==> src/rtl/ika9958_rcc_pkg.sv <==
// IKA9958_pkg: shared types and cnt4 phase constants for the IKA9958 reset/clock controller.
package IKA9958_pkg;
   typedef enum logic [1:0] {S_RST, S_STRETCH, S_RUN} rcc_state_t;
   localparam logic [1:0] PH_AN0 = 2'd0;
   localparam logic [1:0] PH_AP1 = 2'd1;
   localparam logic [1:0] PH_AN2 = 2'd2;
   localparam logic [1:0] PH_AP3 = 2'd3;
endpackage

==> src/rtl/ika9958_rcc_if.sv <==
// IKA9958_if_rcc: phiA clock, phiA/phiL enable strobes and stretched reset from the RCC.
interface IKA9958_if_rcc;
   logic phiA;
   logic phiA_PCEN;
   logic phiA_NCEN;
   logic phiL_PCEN;
   logic phiL_NCEN;
   logic hrst_n;
   modport drive  (output phiA, phiA_PCEN, phiA_NCEN, phiL_PCEN, phiL_NCEN, hrst_n);
   modport source (input  phiA, phiA_PCEN, phiA_NCEN, phiL_PCEN, phiL_NCEN, hrst_n);
endinterface

==> src/rtl/ika9958_rcc_rstseq.sv <==
// ika9958_rcc_rstseq: reset state machine that holds hrst_n low for RST_STRETCH phiL_NCEN pulses.
module ika9958_rcc_rstseq
   import IKA9958_pkg::*;
#(
   parameter int RST_STRETCH = 16
)(
   input  logic i_EMUCLK,
   input  logic i_HRST_n,
   input  logic phiL_NCEN,
   output logic in_rst,
   output logic hrst_n
);
   localparam int SW = RST_STRETCH > 0 ? $clog2(RST_STRETCH + 1) : 1;
   localparam logic [SW-1:0] S_LAST = SW'(RST_STRETCH > 0 ? RST_STRETCH - 1 : 0);
   rcc_state_t state, state_nx;
   logic [SW-1:0] stcnt;
   always_ff @(posedge i_EMUCLK)
      if (!i_HRST_n) begin
         state <= S_RST;
         stcnt <= '0;
      end else begin
         state <= state_nx;
         if (state == S_STRETCH && phiL_NCEN) stcnt <= stcnt + 1'b1;
      end
   always_comb begin
      state_nx = state;
      if (state == S_RST) state_nx = RST_STRETCH == 0 ? S_RUN : S_STRETCH;
      else if (state == S_STRETCH && phiL_NCEN && stcnt == S_LAST) state_nx = S_RUN;
   end
   assign in_rst = state == S_RST;
   assign hrst_n = state == S_RUN;
endmodule

==> src/rtl/ika9958_rcc.sv <==
// ika9958_rcc: derives phiA/phiL enables, stretched reset and the DHCLK/DLCLK/CPUCLK pin clocks
// from the master clock.
module ika9958_rcc
   import IKA9958_pkg::*;
#(
   parameter int RST_STRETCH = 16,
   parameter int CPUCLK_DIV  = 6
)(
   input  logic         i_EMUCLK,
   input  logic         i_HRST_n,
   IKA9958_if_rcc.drive RCC,
   output logic         o_DHCLK,
   output logic         o_DLCLK,
   output logic         o_CPUCLK
);
   localparam int CW = $clog2(CPUCLK_DIV);
   localparam logic [CW-1:0] C_LAST = CW'(CPUCLK_DIV - 1);
   localparam logic [CW-1:0] C_HALF = CW'(CPUCLK_DIV / 2);
   logic [1:0]    cnt4;
   logic [CW-1:0] cpucnt, cpucnt_nx;
   logic          cpuclk_q, in_rst, phil_ncen;
   assign cpucnt_nx = cpucnt == C_LAST ? '0 : cpucnt + 1'b1;
   always_ff @(posedge i_EMUCLK)
      if (!i_HRST_n) begin
         cnt4     <= PH_AN0;
         cpucnt   <= '0;
         cpuclk_q <= 1'b1;
      end else begin
         cnt4     <= cnt4 + 1'b1;
         cpucnt   <= cpucnt_nx;
         cpuclk_q <= cpucnt_nx < C_HALF;
      end
   // In reset every enable fires so downstream enable-gated registers load their reset values.
   assign phil_ncen      = in_rst | (cnt4 == PH_AP1);
   assign RCC.phiA       = i_EMUCLK;
   assign RCC.phiA_NCEN  = in_rst | (cnt4 == PH_AN0) | (cnt4 == PH_AN2);
   assign RCC.phiA_PCEN  = in_rst | (cnt4 == PH_AP1) | (cnt4 == PH_AP3);
   assign RCC.phiL_NCEN  = phil_ncen;
   assign RCC.phiL_PCEN  = in_rst | (cnt4 == PH_AP3);
   assign o_DHCLK  = ~cnt4[0];
   assign o_DLCLK  = ~cnt4[1];
   assign o_CPUCLK = cpuclk_q;
   ika9958_rcc_rstseq #(.RST_STRETCH(RST_STRETCH)) u_rstseq (
      .i_EMUCLK (i_EMUCLK),
      .i_HRST_n (i_HRST_n),
      .phiL_NCEN(phil_ncen),
      .in_rst   (in_rst),
      .hrst_n   (RCC.hrst_n)
   );
endmodule

==> src/flat_wrapper.sv <==
// flat-port wrapper written by rule: the top's interface ports become plain ports
module ika9958_rcc_flat import IKA9958_pkg::*;
#(
   parameter int RST_STRETCH = 16,
   parameter int CPUCLK_DIV  = 6
)
  (i_EMUCLK, i_HRST_n, o_DHCLK, o_DLCLK, o_CPUCLK, RCC_phiA, RCC_phiA_PCEN, RCC_phiA_NCEN, RCC_phiL_PCEN, RCC_phiL_NCEN, RCC_hrst_n);
  IKA9958_if_rcc RCC_i ();
  input  logic i_EMUCLK;
  input  logic i_HRST_n;
  output logic o_DHCLK;
  output logic o_DLCLK;
  output logic o_CPUCLK;
  output wire logic [$bits(RCC_i.phiA)-1:0] RCC_phiA;
  output wire logic [$bits(RCC_i.phiA_PCEN)-1:0] RCC_phiA_PCEN;
  output wire logic [$bits(RCC_i.phiA_NCEN)-1:0] RCC_phiA_NCEN;
  output wire logic [$bits(RCC_i.phiL_PCEN)-1:0] RCC_phiL_PCEN;
  output wire logic [$bits(RCC_i.phiL_NCEN)-1:0] RCC_phiL_NCEN;
  output wire logic [$bits(RCC_i.hrst_n)-1:0] RCC_hrst_n;
  assign RCC_phiA = RCC_i.phiA;
  assign RCC_phiA_PCEN = RCC_i.phiA_PCEN;
  assign RCC_phiA_NCEN = RCC_i.phiA_NCEN;
  assign RCC_phiL_PCEN = RCC_i.phiL_PCEN;
  assign RCC_phiL_NCEN = RCC_i.phiL_NCEN;
  assign RCC_hrst_n = RCC_i.hrst_n;
  ika9958_rcc #(.RST_STRETCH(RST_STRETCH), .CPUCLK_DIV(CPUCLK_DIV)) u_core (.i_EMUCLK(i_EMUCLK), .i_HRST_n(i_HRST_n), .RCC(RCC_i), .o_DHCLK(o_DHCLK), .o_DLCLK(o_DLCLK), .o_CPUCLK(o_CPUCLK));
endmodule
==> config.mk <==
export PLATFORM = sky130hd
export DESIGN_NAME = ika9958_rcc_flat
export DESIGN_NICKNAME = d
export VERILOG_FILES = /design/src/rtl/ika9958_rcc_pkg.sv /design/src/rtl/ika9958_rcc_if.sv /design/src/rtl/ika9958_rcc_rstseq.sv /design/src/rtl/ika9958_rcc.sv /design/src/flat_wrapper.sv
export SDC_FILE = /design/constraint.sdc
export NUM_CORES = 1
export LEC_CHECK = 0
export ABC_AREA = 1
export CAP_MARGIN = 20
export CELL_PAD_IN_SITES_DETAIL_PLACEMENT = 2
export CELL_PAD_IN_SITES_GLOBAL_PLACEMENT = 2
export CORE_MARGIN = 10
export CORE_UTILIZATION = 29
export CTS_BUF_LIST = sky130_fd_sc_hd__clkbuf_4 sky130_fd_sc_hd__clkbuf_8 sky130_fd_sc_hd__clkbuf_16
export CTS_CLUSTER_SIZE = 30
export DETAILED_ROUTE_END_ITERATION = 12
export PLACE_DENSITY_LB_ADDON = 0.1
export RECOVER_POWER = 50
export SLEW_MARGIN = 20
export SYNTH_ARGS = -nofsm -noshare
export SYNTH_HDL_FRONTEND = slang
export SYNTH_HIERARCHICAL = 1
export SYNTH_SLANG_ARGS = --single-unit
==> constraint.sdc <==
create_clock -name i_EMUCLK -period 3.1 [get_ports i_EMUCLK]
set_clock_uncertainty 0.2 [all_clocks]
set_input_delay 0.775 -clock i_EMUCLK [delete_from_list [all_inputs] [get_ports i_EMUCLK]]
set_output_delay 0.775 -clock i_EMUCLK [all_outputs]
set_load 0.05 [all_outputs]
After elaboration in Yosys (flattened, before gate mapping). Cells that the tools add are included.

Memories: 0. Input bits: 2. Bits in registers: 13. Memory bits (read-only): 0. Word-level logic and storage cells: 34. Bits in latches: 0. RAM bits: 0.

Reductions and logical operators: 6. Div/mod/pow operators: 0. Equality and inequality tests: 7. Bitwise operators: 8. $mul: 0. Shift operators: 0. Order comparisons: 1. Multiplexer cells: 3. $add $sub $neg: 3.

Operators by type and width (count): $eq A2 B2 Y1 const B (3); $add A5 B1 Y5 const B (1); $eq A5 B4 Y1 const B (1); $or A1 B1 Y1 (5); $eq A2 B1 Y1 const B (2); $logic_not A2 Y1 (2); $add A3 B1 Y3 const B (1); $eq A3 B3 Y1 const B (1); $lt A3 B2 Y1 const B (1); $mux W3 (1); $not A1 Y1 (3); $add A2 B1 Y2 const B (1); $logic_and A1 B1 Y1 (2); $mux W1 (2); $reduce_bool A2 Y1 (1); $reduce_or A2 Y1 (1).

Depth between registers and ports, before layout. Gate-level depths: netlist of run 1.

Depth after elaboration: 6. Mapped depth: 10. Depth with buffers taken out: 10.

Hierarchy. Netlist of run 1, hierarchy kept.

By module, submodules not included: ika9958_rcc_rstseq (cells each 49, area an instance 342.8 um^2, instances 1, sequential area each 140.1 um^2); ika9958_rcc (cells each 40, area an instance 294.0 um^2, instances 1, sequential area each 120.1 um^2).

==> impl_metrics.csv, run 1 <==
group,metric,value,unit
run_status,outcome,"completed",
final_layout,diodes,0,
routing,ant_nets,0,
min_path,min_path_type,"register to register",
worst_setup_path,crit_arrival,1980,ps
timing,drv_slew,0,
die,die_w,66.9,µm
placement,place.gp.congestion,0.696,
placement,dp_slack,-97.1,ps
timing,rsz0062_at_grt,"false",
die,rows,16,
worst_setup_path,crit_required,2120,ps
final_layout,fill_cells,266,
placement,portBuffers,10,
placement,placed_area,763,µm²
global_routing,grt_start_max_net_pins,10,
die,design.portCount,11,
die,core_area,2020,µm²
routing,wl_per_cell,11.0,µm
timing,final_hold_viol_count,0,
routing,wl,1450,µm
synth,syn_area_per_cell,7.16,µm²
routing,via_count,565,
power,max-vdd-ir-drop,0.439,mV
routing,vias_per_cell,4.28,
synth,syn_nets,97,
routing,drtPass1Iterations,3,
final_layout,multiInputGateArea,283,µm²
cts,tritoncts,"done",
global_routing,antenna_found_initial,0,
worst_setup_path,start_kind,"clock port",
cts,cts.clk_slew.worst_paths,80,ps
cts,insertion_delay,390,ps
global_routing,grt_pass1_vias,585,
synth,yosys.area_share.adder,11.8,%
synth,yosys.cell_types.count,15,
die,dieArea,4470,µm²
final_layout,final_util,39.4,%
final_layout,fin_nets,114,
timing,tightest_slew,525,ps
timing,relSlewSlack,64.9,%
synth,synth-compound-area-share,6.48,%
synth,muxShareOfSynthArea,0,%
power,power_leakage,0.000414,µW
global_routing,grt_usage,7.87,%
final_layout,finish.instance_area,797,µm²
synth,netlist_instances,89,
die,die-height,66.9,µm
synth,yosysWarnings,6,
worst_setup_path,crit_path_end_kind,"primary output",
placement,dp_hpwl,1140,µm
die,start_util,31.5,%
final_layout,drive_gt1_share,10.5,%
power,power_density,616,nW/µm²
global_routing,overflow,0,
final_layout,syn2layout_area_growth,25.1,%
worst_setup_path,path_class,"clock port to primary output",
final_layout,seq_area,260,µm²
synth,ys_seq_area_share,40.9,%
routing,drcViolationCount,0,
run,maxCapViolations,0,
timing,finalSetupViolations,0,
synth,syn_area,637,µm²
worst_setup_path,crit_fanout,2,
timing,finalWorstSetupSlack,147,ps
synth,synthSimpleGateAreaFrac,27.9,%
global_routing,grt_pass1_wl,2510,µm
synth,synth_xor_area_share,0,%
routing,first_iter_violations,10,
power,total_power,491,µW
synth,synth_seq_cells,13,
synth,synth_top_family_by_area,"simple AND/OR/NAND/NOR gates",
==> cells in the mapped netlist <==
master,n,area (µm²)
buf_4,1,7.51
a21oi_2,1,8.76
inv_1,19,71.3
nand3_1,4,20.0
a21boi_1,1,7.51
inv_2,1,3.75
or2_1,1,6.26
nor2_4,1,11.3
o21ai_0,3,15.0
ha_1,6,75.1
nand2_1,23,86.3
nor2_1,11,41.3
nand2_2,2,12.5
dfxtp_1,13,260
a21oi_1,2,10.0
==> worst max-delay path, cell delays in order <==
cell and delay, ps:
clkbuf_4 110, clkbuf_4 120, buf_2 200
==> where the power goes <==
group	switching, µW	leakage, µW	internal (µW)
logic	55.1	0.000271	26.3
registers	8.01	0.000107	177
clock network	125	0.0000354	99.5
total	188	0.000414	303
==> per-layer routing <==
metal / GRT usage (%) / wire length [µm] / up-vias
met5: 0 / 0 / -
met4: 7.44 / 12 / 0
met3: 5.35 / 105 / 2
met2: 10.4 / 664 / 9
met1: 8.01 / 668 / 262
li1: - / - / 292
==> cell families (layout without fill, tap and decap cells) <==
logic type | Yosys count | count (layout)
and+or+nand+nor | 42 | 42
buffers and inverters | 21 | 37
DFF | 13 | 13
AOI/OAI and AO/OA | 7 | 7
adders and majority gates | 6 | 6
==> through the flow <==
step	setup TNS (ps)	instances	hold WS, ps
2_1_floorplan	0	89	233
3_3_place_gp	-97.1	125	252
3_5_place_dp	-97.1	125	262
4_1_cts	0	132	284
5_1_grt	0	132	322
6_report	0	132	273
==> registers in the layout, indices dropped and copies added (netlist names) <==
signal,cells
u_core/u_rstseq/stcnt,5
u_core/cpucnt,3
u_core/cnt4,2
u_core/u_rstseq/state,2
u_core/o_CPUCLK,1
==> placed cells by master, fill, tap and decap left out <==
master and n:
buf_2 1, ha_1 6, clkinv_2 1, nand2_1 23, inv_2 1, dfxtp_1 13
o21ai_0 3, nand2_2 2, inv_1 19, clkbuf_4 6, dlygate4sd3_1 1, nand3_1 4
clkdlybuf4s50_1 8, or2_1 1, a21boi_0 1, a21oi_1 3, nor2_1 12
==> final timing paths <==
path                                                start                                    end  slack [ps]  cells after the start
worst max-delay path                             i_EMUCLK                               RCC_phiA         150                      3
worst min-delay path            u_core/cnt4[0]$_SDFF_PN0_              u_core/cnt4[0]$_SDFF_PN0_         270                      1
worst max register to register  u_core/cnt4[1]$_SDFF_PN0_  u_core/u_rstseq/stcnt[3]$_SDFFE_PN0P_        1340                      9
worst min register to register  u_core/cnt4[0]$_SDFF_PN0_              u_core/cnt4[0]$_SDFF_PN0_         270                      1
==> final cells by class <==
type / instances / area share [%]
inverter: 20 / 9.42
timing repair buffer: 9 / 11.3
tap: 27 / 4.24
clock inverter: 1 / 0.628
sequential: 13 / 32.7
clock buffer: 7 / 6.28
multi-input combinational: 55 / 35.5
==> repair_timing <==
action / CTS / global route
resized for setup: 3 / 2
setup buffers: 0 / 0
hold buffers: 0 / 0
setup endpoints to repair: 1 / 1
(Power assumes the default switching activity.)
==> inputs of run 2 (changes only) <==
--- a/config.mk
+++ b/config.mk
@@ -9,6 +9,7 @@
 export CAP_MARGIN = 20
 export CELL_PAD_IN_SITES_DETAIL_PLACEMENT = 2
 export CELL_PAD_IN_SITES_GLOBAL_PLACEMENT = 2
+export CORE_ASPECT_RATIO = 0.6
 export CORE_MARGIN = 10
 export CORE_UTILIZATION = 29
 export CTS_BUF_LIST = sky130_fd_sc_hd__clkbuf_4 sky130_fd_sc_hd__clkbuf_8 sky130_fd_sc_hd__clkbuf_16
==> run 2 against run 1 <==
Compared with the run above: register-to-register slack lost 60 ps; clock-buffer cell count rose by 1; via count grew 0.18%; clock power is 49% higher; global-route usage grew 0.38 points; cell area up 6.8%; utilization is 0.51 points higher; sequential power is essentially flat; non-clock buffer count unchanged; wire length is 7.3% higher; combinational power up 1%.
==> impl_metrics.csv, run 2 (same netlist as run 1, synthesis figures left out) <==
group,metric,value,unit
run_status,outcome,"completed",
placement,place.gp.congestion,0.716,
final_layout,fin_nets,114,
worst_setup_path,start_kind,"clock port",
worst_setup_path,critical_path.top_delay_family,"buffers and inverters",
timing,final_hold_viol_count,0,
final_layout,reg_top3,"u_core/u_rstseq/stcnt: 5 flops, u_core/cpucnt: 3 flops",
timing,rsz0062_at_grt,"false",
worst_setup_path,timing.rr.end,"u_core/u_rstseq/stcnt[3]$_SDFFE_PN0P_",
worst_setup_path,reg2reg_depth,9,
final_layout,mostFrequentLayoutCell,"nand2_1",
power,power_leakage,0.000431,µW
worst_setup_path,cp_num_buf_inv,3,
worst_setup_path,crit_required,2120,ps
cts,cts.clk_slew.worst_paths,60,ps
worst_setup_path,r2r_slack,1280,ps
min_path,holdPathStages,1,
final_layout,fill_cells,260,
routing,first_iter_violations,18,
placement,dp_hpwl,1230,µm
die,design.portCount,11,
routing,wl_per_cell,11.5,µm
routing,drcViolationCount,0,
power,max-vdd-ir-drop,0.676,mV
final_layout,drive_gt1_share,11.4,%
die,die_w,80.5,µm
routing,vias_per_cell,4.19,
global_routing,antenna_found_initial,0,
power,power_density,707,nW/µm²
final_layout,diodes,0,
cts,tritoncts,"done",
worst_setup_path,cp_slowest_stage_delay,320,ps
worst_setup_path,crit_arrival,2100,ps
global_routing,grt_pass1_vias,586,
die,core_area,2130,µm²
timing,finalWorstSetupSlack,25.1,ps
global_routing,grt_usage,8.25,%
die,dieArea,4530,µm²
min_path,min_path_type,"register to register",
cts,cts_setup_buffers,0,
cts,insertion_delay,350,ps
placement,dp_slack,-97.1,ps
timing,tightest_slew,545,ps
timing,holdWs,267,ps
die,rows,13,
routing,ant_nets,0,
worst_setup_path,crit_fanout,2,
final_layout,layout.cells.most_common_list,"nand2_1, inv_1, dfxtp_1",
worst_setup_path,crit_path_end_kind,"primary output",
routing,via_count,566,
worst_setup_path,slowest_stage,"clkdlybuf4s15_2",
global_routing,grt_start_max_net_pins,10,
final_layout,largest_register_ffs,5,
routing,drtPass1Iterations,2,
routing,wl,1560,µm
final_layout,syn2layout_area_growth,33.6,%
worst_setup_path,regToRegStartpoint,"u_core/cnt4[1]$_SDFF_PN0_",
min_path,hp-start,"u_core/cnt4[0]$_SDFF_PN0_",
timing,finalSetupViolations,0,
worst_setup_path,crit_top_cell,"clkbuf_8",
timing,relSlewSlack,63.6,%
worst_setup_path,cp_cell_sequence,"clkbuf_8, clkbuf_8, clkdlybuf4s15_2",
min_path,hold-path-endpoint,"u_core/cnt4[0]$_SDFF_PN0_",
final_layout,regMostFlops,"u_core/u_rstseq/stcnt",
run,maxCapViolations,0,
placement,portBuffers,10,
timing,drv_slew,0,
die,start_util,29.9,%
global_routing,grt_pass1_wl,2770,µm
global_routing,overflow,0,
die,die-height,56.3,µm
worst_setup_path,path_class,"clock port to primary output",
-- run 2: cell types whose count changed in the layout (fill, tap and decap cells not counted) --
cell and change:
buf_2 -1, clkbuf_8 +6, a21oi_1 -1, clkinv_2 -1, a21oi_2 +1, clkbuf_4 -5
clkdlybuf4s15_2 +1
-- run 2: how the worst max path moves through the flow --
| stage | startpoint | endpoint | slack [ps] | depth (start not counted) |
|---|---|---|---|---|
| floorplan | i_EMUCLK | RCC_phiA | 410 | 1 |
| global placement | i_EMUCLK | RCC_phiA | -100 | 1 |
| detailed placement | i_EMUCLK | RCC_phiA | -100 | 1 |
| CTS | i_EMUCLK | RCC_phiA | 20 | 3 |
| global route | i_EMUCLK | RCC_phiA | 4 | 3 |
| finish | i_EMUCLK | RCC_phiA | 30 | 3 |
-- run 2: area by class of cell --
class	instances	area, µm²	share of cell area [%]
Multi-Input combinational cell	55	287	33.7
Sequential cell	13	260	30.6
Clock buffer	8	101	11.9
Timing Repair Buffer	9	90.1	10.6
Inverter	20	75.1	8.82
Tap cell	30	37.5	4.41
-- run 2: metal layers --
| metal | vias up | GRT usage (%) | routed length (µm) |
|---|---|---|---|
| met1 | 260 | 9.29 | 760 |
| li1 | 293 | - | - |
| met4 | 0 | 5.25 | 0 |
| met5 | - | 0 | 0 |
| met2 | 13 | 11.0 | 699 |
| met3 | 0 | 5.56 | 96 |
-- run 2: timing repair --
| item | 4_1_cts | 5_1_grt |
|---|---|---|
| gates resized for setup | 3 | 0 |
| setup endpoints to repair | 1 | 0 |
| hold buffers | 0 | 0 |
-- run 2: power by group --
part,internal (µW),leakage [µW],switching [µW]
Clock,200,0.0000525,134
Sequential,178,0.000107,8.42
Combinational,26.4,0.000271,55.8
-- run 2: metrics by stage --
step	utilization [%]	instance area, µm²	cells	TNS, ps	power [µW]
floorplan	-	637	89	0	315
global placement	36.0	767	128	-97.1	346
detailed placement	36.0	767	128	-97.1	349
CTS	40.3	858	135	0	618
global route	39.9	851	135	0	641
finish	39.9	851	135	0	601
==> inputs of run 3 (changes only) <==
--- a/config.mk
+++ b/config.mk
@@ -15,6 +15,7 @@
 export CTS_BUF_LIST = sky130_fd_sc_hd__clkbuf_4 sky130_fd_sc_hd__clkbuf_8 sky130_fd_sc_hd__clkbuf_16
 export CTS_CLUSTER_SIZE = 30
 export DETAILED_ROUTE_END_ITERATION = 12
+export MAX_ROUTING_LAYER = met4
 export PLACE_DENSITY_LB_ADDON = 0.1
 export RECOVER_POWER = 50
 export SLEW_MARGIN = 20
==> run 3 against run 2 <==
Compared with the run above: clock power about the same; die area unchanged; combinational power about the same; global-route usage up 0.12 points; cell area unchanged; critical path type unchanged; utilization unchanged; sequential power about the same.
==> impl_metrics.csv, run 3 (same netlist as run 1, synthesis figures left out) <==
group,metric,value,unit
min_path,holdPathStages,1,
final_layout,drive_gt1_share,11.4,%
routing,ant_nets,0,
worst_setup_path,crit_path_end_kind,"primary output",
placement,place.gp.congestion,0.724,
worst_setup_path,reg2reg_depth,9,
timing,final_hold_viol_count,0,
routing,drtPass1Iterations,2,
worst_setup_path,path_class,"clock port to primary output",
timing,rsz0062_at_grt,"false",
placement,dp_slack,-97.1,ps
timing,relSlewSlack,63.6,%
min_path,min_path_type,"register to register",
final_layout,layout.cells.most_common_list,"nand2_1, inv_1, dfxtp_1",
timing,finalSetupViolations,0,
power,power_leakage,0.000431,µW
cts,tritoncts,"done",
global_routing,overflow,0,
run,maxCapViolations,0,
power,total_power,601,µW
cts,cts.clk_slew.worst_paths,60,ps
placement,portBuffers,10,
timing,drv_slew,0,
global_routing,grt_pass1_vias,584,
routing,first_iter_violations,17,
die,start_util,29.9,%
final_layout,syn2layout_area_growth,33.6,%
global_routing,antenna_found_initial,0,
worst_setup_path,timing.rr.end,"u_core/u_rstseq/stcnt[3]$_SDFFE_PN0P_",
cts,cts_hold_buf,0,
placement,placed_cells,128,
final_layout,fin_nets,114,
worst_setup_path,start_kind,"clock port",
min_path,hp-start,"u_core/cnt4[0]$_SDFF_PN0_",
routing,via_count,566,
routing,vias_per_cell,4.19,
power,max-vdd-ir-drop,0.676,mV
final_layout,fill_cells,260,
cts,insertion_delay,350,ps
die,dieArea,4530,µm²
final_layout,reg_top3,"u_core/u_rstseq/stcnt: 5 flops, u_core/cpucnt: 3 flops",
min_path,hold-path-endpoint,"u_core/cnt4[0]$_SDFF_PN0_",
worst_setup_path,crit_required,2120,ps
die,die-height,56.3,µm
die,design.portCount,11,
final_layout,diodes,0,
worst_setup_path,r2r_slack,1280,ps
die,rows,13,
routing,drcViolationCount,0,
global_routing,grt_pass1_wl,2750,µm
worst_setup_path,regToRegStartpoint,"u_core/cnt4[1]$_SDFF_PN0_",
worst_setup_path,crit_fanout,2,
cts,cts_setup_buffers,0,
routing,wl_per_cell,11.5,µm
global_routing,grt_usage,8.37,%
timing,tns,0,ps
final_layout,largest_register_ffs,5,
worst_setup_path,crit_arrival,2100,ps
global_routing,grt_start_max_net_pins,10,
run_status,outcome,"completed",
die,die_w,80.5,µm
final_layout,regMostFlops,"u_core/u_rstseq/stcnt",
timing,finalWorstSetupSlack,25.6,ps
power,power_density,707,nW/µm²
routing,wl,1560,µm
timing,tightest_slew,545,ps
final_layout,fin_cells,135,
final_layout,mostFrequentLayoutCell,"nand2_1",
placement,dp_hpwl,1230,µm
die,core_area,2130,µm²
run 3: worst max path at each step:
stage                     startpoint       end  slack [ps]  cells after the start
after floorplan             i_EMUCLK  RCC_phiA         410                      1
after global placement      i_EMUCLK  RCC_phiA        -100                      1
after detailed placement    i_EMUCLK  RCC_phiA        -100                      1
after CTS                   i_EMUCLK  RCC_phiA          20                      3
after global routing        i_EMUCLK  RCC_phiA           4                      3
final                       i_EMUCLK  RCC_phiA          30                      3
run 3: through the flow:
| step | utilization, % | area [µm²] | hold WS (ps) |
|---|---|---|---|
| global route | 39.9 | 851 | 321 |
| finish | 39.9 | 851 | 267 |
| floorplan | - | 637 | 233 |
| CTS | 40.3 | 858 | 271 |
| global placement | 36.0 | 767 | 250 |
| detailed placement | 36.0 | 767 | 258 |
run 3: metal layers:
layer / routed length [µm] / GRT usage, % / vias to the layer above / part of all wire (%)
li1: - / - / 293 / -
met1: 755 / 9.29 / 259 / 48
met2: 684 / 11.0 / 12 / 44
met3: 101 / 5.08 / 2 / 6.5
met4: 17 / 5.25 / 0 / 1.1
met5: 0 / - / - / 0
run 3: critical path: stages:
cell	delay [ps]
clkbuf_8	110
clkbuf_8	120
clkdlybuf4s15_2	320
run 3: repair_timing:
item,4_1_cts,5_1_grt
endpoints found under the setup margin,1,0
resized for setup,3,0
hold endpoints to repair,0,0
run 3: layout make-up:
cell class | instances | area [µm²] | share of cell area, %
multi-input cells | 55 | 287 | 33.7
flip-flops and latches | 13 | 260 | 30.6
clock buffers | 8 | 101 | 11.9
repair buffers | 9 | 90.1 | 10.6
inverters | 20 | 75.1 | 8.82
well taps | 30 | 37.5 | 4.41
run 3: report_power, final:
| group | internal, µW | switching, µW | leakage, µW | total (µW) |
|---|---|---|---|---|
| combinational | 26.4 | 55.8 | 0.000271 | 82.1 |
| clock | 200 | 134 | 0.0000525 | 333 |
| sequential | 178 | 8.42 | 0.000107 | 186 |
| total | 403 | 198 | 0.000431 | 601 |
